===== config.mk =====
export PLATFORM = sky130hd
export DESIGN_NAME = mac_seq_ctrl_flat
export DESIGN_NICKNAME = d
export VERILOG_FILES = /design/src/rtl/mac_seq_ctrl_if.sv /design/src/rtl/mac_seq_ctrl.sv /design/src/flat_wrapper.sv
export SDC_FILE = /design/constraint.sdc
export NUM_CORES = 1
export LEC_CHECK = 0
export CORE_MARGIN = 2
export CORE_UTILIZATION = 37
export DETAILED_ROUTE_END_ITERATION = 10
export PLACE_DENSITY_LB_ADDON = 0.15
export SLEW_MARGIN = 25
export SYNTH_ARGS = -nofsm -noshare
export SYNTH_HDL_FRONTEND = slang
export SYNTH_SLANG_ARGS = --single-unit

===== constraint.sdc =====
create_clock -name clk -period 1.7 [get_ports clk]
set_input_delay 0.255 -clock clk [delete_from_list [all_inputs] [get_ports clk]]
set_output_delay 0.255 -clock clk [all_outputs]
set_load 0.01 [all_outputs]

===== src/rtl/mac_seq_ctrl_if.sv =====
// Handshake and datapath bundle between the dot-product sequencer, its host and the shared MAC.
// MAC_CTRL_STALL_CNT_EN adds the stall_cnt observation field.
interface mac_seq_ctrl_if #(
   parameter int DW    = 16,
   parameter int ACC_W = 32,
   parameter int LEN_W = 8
);
   logic             start;
   logic [LEN_W-1:0] len;
   logic             busy;
   logic             in_valid;
   logic             in_ready;
   logic [DW-1:0]    in_x;
   logic [DW-1:0]    in_w;
   logic             mac_clr;
   logic [DW-1:0]    mac_x;
   logic [DW-1:0]    mac_w;
   logic [ACC_W-1:0] mac_out;
   logic [ACC_W-1:0] result;
   logic             result_valid;
   logic             result_ready;
`ifdef MAC_CTRL_STALL_CNT_EN
   logic [15:0]      stall_cnt;

   modport slave (
      input  start, len, in_valid, in_x, in_w, mac_out, result_ready,
      output busy, in_ready, mac_clr, mac_x, mac_w, result, result_valid, stall_cnt
   );
   modport master (
      output start, len, in_valid, in_x, in_w, mac_out, result_ready,
      input  busy, in_ready, mac_clr, mac_x, mac_w, result, result_valid, stall_cnt
   );
`else
   modport slave (
      input  start, len, in_valid, in_x, in_w, mac_out, result_ready,
      output busy, in_ready, mac_clr, mac_x, mac_w, result, result_valid
   );
   modport master (
      output start, len, in_valid, in_x, in_w, mac_out, result_ready,
      input  busy, in_ready, mac_clr, mac_x, mac_w, result, result_valid
   );
`endif
endinterface


===== src/rtl/mac_seq_ctrl.sv =====
// Dot-product sequencer for a shared MAC: result_valid rises len+3 edges after start (no bubbles);
// in_ready only in RUN, result held in DONE until result_ready. MAC_CTRL_STALL_CNT_EN adds stall_cnt.
module mac_seq_ctrl #(
   parameter int DW    = 16,
   parameter int ACC_W = 32,
   parameter int LEN_W = 8
) (
   input  logic          clk,
   input  logic          rst,
   mac_seq_ctrl_if.slave bus
);
   typedef enum logic [2:0] {IDLE, CLR, RUN, DRAIN, CAPT, DONE} state_t;

   state_t           state, state_nxt;
   logic [LEN_W-1:0] cnt;
   logic [DW-1:0]    mac_x_q, mac_w_q;
   logic [ACC_W-1:0] result_q;
   logic             result_valid_q;
   logic             busy, in_rdy, clr;
   logic             start_ok, accept;

   assign start_ok = (state == IDLE) && bus.start && (bus.len != '0);
   assign accept   = (state == RUN) && bus.in_valid;

   always_ff @(posedge clk or negedge rst) begin
      if (!rst) state <= IDLE;
      else      state <= state_nxt;
   end

   always_comb begin
      state_nxt = state;
      busy      = 1'b1;
      in_rdy    = 1'b0;
      clr       = 1'b0;
      case (state)
         IDLE: begin
            busy = 1'b0;
            if (start_ok) state_nxt = CLR;
         end
         CLR: begin
            clr       = 1'b1;
            state_nxt = RUN;
         end
         RUN: begin
            in_rdy = 1'b1;
            if (accept && cnt == LEN_W'(1)) state_nxt = DRAIN;
         end
         DRAIN:   state_nxt = CAPT;
         CAPT:    state_nxt = DONE;
         DONE:    if (bus.result_ready) state_nxt = IDLE;
         default: state_nxt = IDLE;
      endcase
   end

   // Operand registers feed zeros whenever no pair is accepted so the MAC accumulates nothing.
   always_ff @(posedge clk or negedge rst) begin
      if (!rst) begin
         cnt            <= '0;
         mac_x_q        <= '0;
         mac_w_q        <= '0;
         result_q       <= '0;
         result_valid_q <= 1'b0;
      end else begin
         case (state)
            IDLE: begin
               if (start_ok) begin
                  cnt     <= bus.len;
                  mac_x_q <= '0;
                  mac_w_q <= '0;
               end
            end
            CLR: begin
               mac_x_q <= '0;
               mac_w_q <= '0;
            end
            RUN: begin
               if (accept) begin
                  cnt     <= cnt - 1'b1;
                  mac_x_q <= bus.in_x;
                  mac_w_q <= bus.in_w;
               end else begin
                  mac_x_q <= '0;
                  mac_w_q <= '0;
               end
            end
            DRAIN: begin
               mac_x_q <= '0;
               mac_w_q <= '0;
            end
            CAPT: begin
               result_q       <= bus.mac_out;
               result_valid_q <= 1'b1;
            end
            DONE: begin
               if (bus.result_ready) result_valid_q <= 1'b0;
            end
            default: ;
         endcase
      end
   end

   assign bus.busy         = busy;
   assign bus.in_ready     = in_rdy;
   assign bus.mac_clr      = clr;
   assign bus.mac_x        = mac_x_q;
   assign bus.mac_w        = mac_w_q;
   assign bus.result       = result_q;
   assign bus.result_valid = result_valid_q;

`ifdef MAC_CTRL_STALL_CNT_EN
   logic [15:0] stall_q;

   always_ff @(posedge clk or negedge rst) begin
      if (!rst)                                                   stall_q <= '0;
      else if (start_ok)                                          stall_q <= '0;
      else if (state == RUN && !bus.in_valid && stall_q != 16'hFFFF) stall_q <= stall_q + 16'd1;
   end

   assign bus.stall_cnt = stall_q;
`endif
endmodule


===== src/flat_wrapper.sv =====
// flat-port wrapper written by rule: the top's interface ports become plain ports
module mac_seq_ctrl_flat 
#(
   parameter int DW    = 16,
   parameter int ACC_W = 32,
   parameter int LEN_W = 8
)
  (clk, rst, bus_start, bus_len, bus_in_valid, bus_in_x, bus_in_w, bus_mac_out, bus_result_ready, bus_busy, bus_in_ready, bus_mac_clr, bus_mac_x, bus_mac_w, bus_result, bus_result_valid);
  mac_seq_ctrl_if #(.DW(DW), .ACC_W(ACC_W), .LEN_W(LEN_W)) bus_i ();
  input  logic clk;
  input  logic rst;
  input wire logic [$bits(bus_i.start)-1:0] bus_start;
  input wire logic [$bits(bus_i.len)-1:0] bus_len;
  input wire logic [$bits(bus_i.in_valid)-1:0] bus_in_valid;
  input wire logic [$bits(bus_i.in_x)-1:0] bus_in_x;
  input wire logic [$bits(bus_i.in_w)-1:0] bus_in_w;
  input wire logic [$bits(bus_i.mac_out)-1:0] bus_mac_out;
  input wire logic [$bits(bus_i.result_ready)-1:0] bus_result_ready;
  output wire logic [$bits(bus_i.busy)-1:0] bus_busy;
  output wire logic [$bits(bus_i.in_ready)-1:0] bus_in_ready;
  output wire logic [$bits(bus_i.mac_clr)-1:0] bus_mac_clr;
  output wire logic [$bits(bus_i.mac_x)-1:0] bus_mac_x;
  output wire logic [$bits(bus_i.mac_w)-1:0] bus_mac_w;
  output wire logic [$bits(bus_i.result)-1:0] bus_result;
  output wire logic [$bits(bus_i.result_valid)-1:0] bus_result_valid;
  assign bus_i.start = bus_start;
  assign bus_i.len = bus_len;
  assign bus_i.in_valid = bus_in_valid;
  assign bus_i.in_x = bus_in_x;
  assign bus_i.in_w = bus_in_w;
  assign bus_i.mac_out = bus_mac_out;
  assign bus_i.result_ready = bus_result_ready;
  assign bus_busy = bus_i.busy;
  assign bus_in_ready = bus_i.in_ready;
  assign bus_mac_clr = bus_i.mac_clr;
  assign bus_mac_x = bus_i.mac_x;
  assign bus_mac_w = bus_i.mac_w;
  assign bus_result = bus_i.result;
  assign bus_result_valid = bus_i.result_valid;
  mac_seq_ctrl #(.DW(DW), .ACC_W(ACC_W), .LEN_W(LEN_W)) u_core (.clk(clk), .rst(rst), .bus(bus_i));
endmodule

==> results of run 1 <==
-- how the worst max path moves through the flow --
stage | end | slack, ns | cells after the start
2_1_floorplan | u_core.cnt[1] | 0.002 | 8
3_3_place_gp | u_core.bus.mac_x[15] | -0.40 | 6
3_5_place_dp | u_core.bus.mac_w[13] | -0.44 | 6
4_1_cts | bus_in_ready | 0.0002 | 3
5_1_grt | u_core.bus.mac_x[7] | 0.02 | 7
6_report | u_core.bus.mac_w[0] | 0.09 | 7
-- tightest hold or removal path: cells and delay by family --
family                 cells  cell delay, ns
AOI/OAI and AO/OA          2            0.26
buffers and inverters      1            0.10
-- layout make-up --
type | count | area [um^2] | share of cell area [%]
Clock buffer | 9 | 123.9 | 2.388
Clock inverter | 7 | 121.4 | 2.340
Inverter | 4 | 27.53 | 0.5308
Multi-Input combinational cell | 132 | 1131 | 21.81
Sequential cell | 76 | 1902 | 36.67
Tap cell | 105 | 131.4 | 2.533
Timing Repair Buffer | 174 | 1749 | 33.73
-- cell families (layout without fill, tap and decap cells) --
family	after synthesis	after routing	synth area share, %
flip-flops	76	76	61.41
AND/OR/NAND/NOR	36	36	6.222
adder cells (fa/ha/maj)	2	2	0.8080
buffers and inverters	18	194	3.556
multiplexers	34	34	12.44
AO/OA/AOI/OAI	60	60	15.56
-- timing repair --
item,in CTS,in global routing
gates cloned,2,0
endpoints found under the setup margin,37,14
resized for setup,20,8
endpoints found under the hold margin,31,0
pin swaps,6,6
setup buffers,4,0
hold buffers,1,0
-- layer usage --
layer / vias up / global-route usage, % / part of all wire [%]
met1: 1167 / 24.38 / 46
met2: 114 / 26.12 / 44
li1: 1188 / - / -
met5: - / 0 / 0
met3: 6 / 5.296 / 9.0
met4: 0 / 6.429 / 0.94
-- synth_stat cells --
cell	n
mux2_4	1
nand3b_1	2
nor3_1	3
a21o_1	2
o21a_1	1
buf_4	4
a22oi_1	5
mux2_2	32
ha_1	2
nand3_1	2
nor2_1	6
nor4_1	2
a22o_1	32
o311ai_0	2
o21ai_1	1
clkbuf_1	2
or3b_1	1
buf_6	2
o21ai_0	7
o211a_2	1
buf_2	6
or3_1	1
mux2i_1	1
nor2_4	1
o221ai_1	5
and2_4	1
o211ai_1	1
or4_1	3
o2bb2ai_1	2
and2_1	2
clkinv_4	1
nand2b_1	1
nand2_1	11
a21oi_1	1
inv_1	3
dfrtp_1	76
-- power by group through the flow --
stage | sequential [mW] | combinational, mW | clock (mW)
after floorplan | 3.27 | 1.52 | 0
after global placement | 2.95 | 3.87 | 0
after detailed placement | 2.97 | 3.94 | 0
after CTS | 2.95 | 4.22 | 1.69
after global routing | 3.06 | 4.49 | 1.77
final | 2.96 | 4.16 | 1.65
-- flip-flops by register name, indices dropped and copies added, names as in the netlist --
signal / cells
u_core.bus.mac_w: 16
u_core.bus.mac_x: 16
u_core.cnt: 8
u_core.bus.result_valid: 1
u_core.state: 3
u_core.bus.result: 32
==> results.txt, run 1 <==
----------------------------------------------------
[Logic synthesis]
  Largest area contributor in the synthesized netlist ... dfrtp_1
  Top-area cell type share of the netlist area ... roughly three fifths
  Synthesized netlist net count ... roughly 310
  Number of synthesis warnings ... 0
  Post-Syn Area per Cell ... 13.70 um^2
  Netlist area before placement ... 0.003097 mm^2
  Sequential-to-total area share from yosys stat ... 61.41%
  Post-synthesis cell count ... 226
  Synth cell types ... 36
  Total of flip-flops plus latches after synthesis ... 76
  Leading post-synthesis cells by cell area ... dfrtp_1 61%, mux2_2 12%, a22o_1 9.1%

[Critical path]
  Top cell family by delay on the critical path ... buffers and inverters
  Worst setup path class ... input pin to flip-flop
  Cell-by-cell listing of the critical path ... dlygate4sd2_1 -> or4_4 -> o21ai_4 -> a21o_1 -> buf_6 -> bufbuf_16 -> a22o_1
  Crit. Startpoint ... bus_len[7]
  Critical Path Source Type ... input pin
  Max stage delay on crit path ... around 0.57 ns
  Worst setup EP type ... flip-flop
  Flop-to-flop setup slack ... between 0.1 and 0.15 ns
  Worst endpoint required time ... between 1.5 and 2 ns
  Startpoint of the worst-slack reg-to-reg timing path ... u_core.state[1]
  Crit path max-delay cell type ... or4_4
  Worst R2R End ... u_core.bus.result[29]
  Data arrival time of the critical path ... 1.89 ns
  Largest fanout on the critical path ... 8
  Depth of the worst register-to-register path ... 5
  CP Buf/Inv Count ... 3

[Floorplan]
  Width of the die ... between 90 and 100 um
  Core region area ... about 0.0082 mm^2
  Row cnt ... 33
  Vert. Die Dim ... 95.49 um
  I/O Pins ... ~150
  Effective utilization at floorplan ... about 38%
  Area enclosed by the die boundary ... approximately 0.009 mm^2

[Power]
  Reg power frac ... between 30 and 40%
  Max rail drop VDD ... between 0.9 and 1 mV
  P_int ... ~6 mW
  Total Power Consumption ... 8.761 mW
  Cell Pwr Density ... about 1700 mW/mm^2
  Switching Power ... 2.718 mW
  Combinational fraction of design power ... 47.5%
  Clock network fraction of design power ... 18.8%
  Pleak ... roughly 2.3 nW
  Proportion of total power due to net switching ... a little under a third

[Layout]
  Fraction of layout instances using a drive strength above 1 ... roughly 23%
  Final-layout fill cell count ... just under 700
  Layout Utilization ... a little under two thirds
  Net total in the final layout ... 476
  Leading cell types in the layout, fill and taps excluded ... 132 x clkdlybuf4s50_1, 76 x dfrtp_1, 32 x a22o_1, 32 x mux2_2, 23 x buf_4
  Most common cell after layout, fill and taps aside ... clkdlybuf4s50_1
  Final std cell area, no fill ... about 0.0052 mm^2
  Antenna diode count ... 0
  Final instance count without filler cells ... approximately 500
  Area grow syn2layout ... 67.47%

[STA]
  Final Hold Viols ... 0
  Fmax ... roughly 0.62 GHz
  Worst setup margin ... between 0.08 and 0.09 ns
  Final slew viol count ... 0
  Final TNS setup ... 0 ns
  Post-layout minimum cycle time ... about 1.6 ns
  Slew at the pin with the worst max-slew slack ... approximately 0.43 ns
  Total setup violations reported at the end of the flow ... 0
  Unrepaired setup endpoints after global routing ... no
  Share of the clock period used by the worst path after layout ... between 90% and 100%
  Worst Skew ... between 0.009 and 0.01 ns
  Relative slew slack ... 71.17%
  Min Hold Slack ... 0.3242 ns

[Min path]
  Terminating pin of the worst hold path ... u_core.cnt[2]
  Hold Path Origin ... bus_len[2]
  Worst hold path class ... input pin to flip-flop
  Hold path depth ... 3

[Clock network]
  Number of clock sinks seen by CTS ... between 70 and 80
  Clock edge transition at the registers on the reported setup and hold paths ... approximately 0.080 ns
  CTS tree ... done
  Htree depth ... 3
  Clock Tree Buf Depth ... 2
  TritonCTS Buffers ... 9
  Latest clock arrival within the worst-skew pair ... approximately 0.34 ns
  CTS root buf ... clkbuf_8

[Route]
  Final antenna-violating net count ... 0
  Via density per instance ... about 4.9
  First-iteration detailed-routing DRC count ... 73
  Number of detailed-route iterations in the first pass ... 4
  Number of DRC violations after detailed routing ... 0
  Post-detailed-routing wire length ... roughly 8000 um
  Wirelength per Cell ... around 16 um
  Via Count ... around 2,500

[Placed design]
  Area of placed instances ... approximately 0.0048 mm^2
  Global placement routability congestion ... 0.8471
  Detailed placement HPWL ... ~5600 um
  Port Buffer Count ... 144
  Placed Cells incl. Taps ... 485
  Placement Setup Slack ... -0.4375 ns

[GRT]
  Aggregate global-route resource usage ... around 18%
  Global-route wire length before repair ... around 12,000 um
  Antenna violations before repair ... 0
  Vias in the first global route ... around 2,400
  Largest net degree at the start of global routing ... 34
  Residual overflow from global routing ... 0

[Status]
  Outcome ... completed

[Job]
  Maximum capacitance violations ... 0

----------------------------------------------------
Power figures use the tool's default switching activity.
==> run 2: changes to the inputs <==
--- a/config.mk
+++ b/config.mk
@@ -5,7 +5,7 @@
 export SDC_FILE = /design/constraint.sdc
 export NUM_CORES = 1
 export LEC_CHECK = 0
-export CORE_MARGIN = 2
+export CORE_MARGIN = 1.5
 export CORE_UTILIZATION = 37
 export DETAILED_ROUTE_END_ITERATION = 10
 export PLACE_DENSITY_LB_ADDON = 0.15
==> run 2 against run 1 <==
Via count rose by 1.7%. Fmax fell by 2.8%. Cell area fell by 1.6%. Core utilization fell by 0.99 points. Sequential cell count did not move. Clock-buffer cell count did not move. Worst hold slack improved by 0.013 ns. Register-to-register slack got worse by 0.03 ns. Global-route usage rose by 0.089 points. Clock power fell by 8%. Largest power group unchanged.
==> results.txt, run 2 (synthesized netlist as in run 1, its figures left out) <==
----------------------------------------------------
[Status]
  Outcome ... completed

[Clock network]
  CTS tree ... done
  Htree depth ... 3 (unchanged)
  CTS root buf ... clkbuf_8
  Number of clock sinks seen by CTS ... 76 (unchanged)
  Clock edge transition at the registers on the reported setup and hold paths ... 0.08 ns (about the same)
  Clock Tree Buf Depth ... 2 (unchanged)
  TritonCTS Buffers ... 9 (unchanged)
  Latest clock arrival within the worst-skew pair ... 0.34 ns (about the same)

[GRT]
  Global-route wire length before repair ... 12,130 um (about the same)
  Vias in the first global route ... 2,527 (+4.0%)
  Residual overflow from global routing ... 0 (unchanged)
  Antenna violations before repair ... 0 (unchanged)
  Aggregate global-route resource usage ... 17.66% (+0.089 points)
  Largest net degree at the start of global routing ... 52 (+53%)

[Floorplan]
  Effective utilization at floorplan ... 37.88% (unchanged)
  Core region area ... 0.008175 mm^2 (unchanged)
  I/O Pins ... 145 (unchanged)
  Vert. Die Dim ... 94.49 um (-1.0%)
  Width of the die ... 94.49 um (-1.0%)
  Row cnt ... 33 (unchanged)
  Area enclosed by the die boundary ... 0.008927 mm^2 (-2.1%)

[Route]
  Final antenna-violating net count ... 0 (unchanged)
  Number of detailed-route iterations in the first pass ... 4 (unchanged)
  Via density per instance ... 5.012 (+2.7%)
  Via Count ... 2,516 (+1.7%)
  Wirelength per Cell ... 16.05 um (+3.4%)
  First-iteration detailed-routing DRC count ... 77 (+5.5%)
  Number of DRC violations after detailed routing ... 0 (unchanged)
  Post-detailed-routing wire length ... 8058 um (+2.4%)

[STA]
  Total setup violations reported at the end of the flow ... 0 (unchanged)
  Final slew viol count ... 0 (unchanged)
  Slew at the pin with the worst max-slew slack ... 0.3342 ns (-0.09835 ns)
  Relative slew slack ... 77.52% (+6.4 points)
  Unrepaired setup endpoints after global routing ... no
  Post-layout minimum cycle time ... 1.659 ns (+0.04575 ns)
  Final Hold Viols ... 0 (unchanged)
  Worst Skew ... 0.009124 ns (+0.0001118 ns)
  Worst setup margin ... 0.04068 ns (-0.04575 ns)
  Share of the clock period used by the worst path after layout ... 97.61% (+2.7 points)
  Fmax ... 0.6027 GHz (-2.8%)

[Power]
  Max rail drop VDD ... 0.8295 mV (-13%)
  P_int ... 5.745 mW (-4.9%)
  Combinational fraction of design power ... 47.1% (-0.4 points)
  Pleak ... 2.227 nW (-1.5%)
  Reg power frac ... 35.0% (+1.3 points)
  Clock network fraction of design power ... 17.9% (-0.9 points)
  Cell Pwr Density ... 1658 mW/mm^2 (-1.8%)
  Switching Power ... 2.721 mW (+0.11%)
  Total Power Consumption ... 8.465 mW (-3.4%)
  Proportion of total power due to net switching ... 32.14% (+1.1 points)

[Min path]
  Hold path depth ... 3 (unchanged)
  Worst hold path class ... input pin to flip-flop
  Terminating pin of the worst hold path ... u_core.cnt[5]
  Hold Path Origin ... bus_len[5]

[Critical path]
  CP Buf/Inv Count ... 1 (-2)
  Flop-to-flop setup slack ... 0.10 ns (-0.03 ns)
  Worst R2R End ... u_core.bus.result[0]
  Depth of the worst register-to-register path ... 5 (unchanged)
  Top cell family by delay on the critical path ... simple AND/OR/NAND/NOR gates
  Worst endpoint required time ... 1.92 ns (-0.05 ns)
  Max stage delay on crit path ... 0.44 ns (-0.13 ns)
  Critical path depth in cells ... 5 (-2)
  Critical Path Source Type ... input pin
  Worst setup EP type ... flip-flop
  Data arrival time of the critical path ... 1.88 ns (about the same)
  Largest fanout on the critical path ... 3 (-5)
  Cell-by-cell listing of the critical path ... clkdlybuf4s50_1 -> or4_4 -> o211a_4 -> nor2_4 -> mux2_4
  Worst setup path class ... input pin to flip-flop
  Startpoint of the worst-slack reg-to-reg timing path ... u_core.state[1]
  Crit path max-delay cell type ... or4_4

[Layout]
  Flip-flop count of the largest register, all copies and words added ... 32 (unchanged)
  Net total in the final layout ... 471 (-1.1%)
  Area grow syn2layout ... 64.85%
  Most common cell after layout, fill and taps aside ... clkdlybuf4s50_1
  Fraction of layout instances using a drive strength above 1 ... 22.17% (-0.72 points)
  Area taken by multi-input logic gates ... 0.001125 mm^2 (-0.55%)
  Footprint of the flip-flops and latches ... 0.001902 mm^2 (unchanged)
  Antenna diode count ... 0 (unchanged)
  Final-layout fill cell count ... 646 (-4.2%)
  Final std cell area, no fill ... 0.005105 mm^2 (-1.6%)
  Leading cell types in the layout, fill and taps excluded ... 134 x clkdlybuf4s50_1, 76 x dfrtp_1, 32 x a22o_1, 32 x mux2_2, 19 x buf_4

[Placed design]
  Port Buffer Count ... 144 (unchanged)
  Global placement routability congestion ... 0.8587 (+1.4%)
  Detailed placement HPWL ... 5715 um (+1.4%)
  Placement Setup Slack ... -0.4125 ns (+0.02498 ns)
  Area of placed instances ... 0.004811 mm^2 (-0.31%)

[Job]
  Maximum capacitance violations ... 0 (unchanged)

----------------------------------------------------
## run 2: changes by cell type in the layout (fill, tap and decap cells not counted), moves of 2 or more
cell / change
dlygate4sd2_1: -6
dlymetal6s2s_1: +4
buf_4: -4
bufbuf_16: -2
clkdlybuf4s50_1: +2
## run 2: worst reg2reg max path, cell delays in order, from the launching register on
cell	delay [ns]
dfrtp_1	0.38
buf_4	0.16
nor2_1	0.17
and2_1	0.19
buf_12	0.22
mux2_2	0.37
## run 2: area by class of cell
type / instances / area share (%)
multi-input combinational: 132 / 22.03
timing repair buffer: 169 / 33.24
clock buffer: 9 / 2.426
clock inverter: 7 / 1.936
inverter: 4 / 0.5392
sequential: 76 / 37.25
tap: 105 / 2.574
## run 2: what timing repair did
item,4_1_cts,5_1_grt
setup endpoints to repair,38,41
endpoints found under the hold margin,25,0
hold buffers,1,0
setup buffers,1,0
resized for setup,13,10
pin swaps,3,5
gates cloned,0,1
## run 2: worst max path at each step
stage | slack (ns) | from | to
CTS | 0.004 | u_core.state[2] | bus_mac_clr
floorplan | 0.002 | u_core.state[1] | u_core.cnt[1]
finish | 0.04 | bus_len[3] | u_core.cnt[1]
global placement | -0.39 | bus_len[2] | u_core.bus.mac_w[1]
detailed placement | -0.41 | bus_len[2] | u_core.bus.mac_w[7]
global route | 0.006 | u_core.state[1] | u_core.bus.result[9]
## run 2: routing by layer
layer | up-vias | part of all wire, % | GRT usage, %
met2 | 101 | 47 | 28.36
met5 | - | 0 | 0
met3 | 15 | 7.9 | 4.670
li1 | 1179 | - | -
met4 | 0 | 2.4 | 7.836
met1 | 1221 | 43 | 22.39
## run 2: metrics by stage
step	util (%)	setup TNS [ns]	hold WS (ns)	std cells
global placement	58.85	-15.19	0.1840	483
CTS	61.89	0	0.3503	501
finish	62.44	0	0.3373	502
floorplan	-	0	-0.04059	226
detailed placement	58.85	-15.89	0.1815	483
global route	62.44	0	0.3403	502
## run 2: power groups by stage
| stage | logic (mW) | registers, mW | clock network (mW) |
|---|---|---|---|
| 2_1_floorplan | 1.52 | 3.27 | 0 |
| 3_3_place_gp | 3.85 | 2.96 | 0 |
| 3_5_place_dp | 3.91 | 2.98 | 0 |
| 4_1_cts | 3.94 | 2.96 | 1.56 |
| 5_1_grt | 4.30 | 3.06 | 1.64 |
| 6_report | 3.99 | 2.96 | 1.52 |
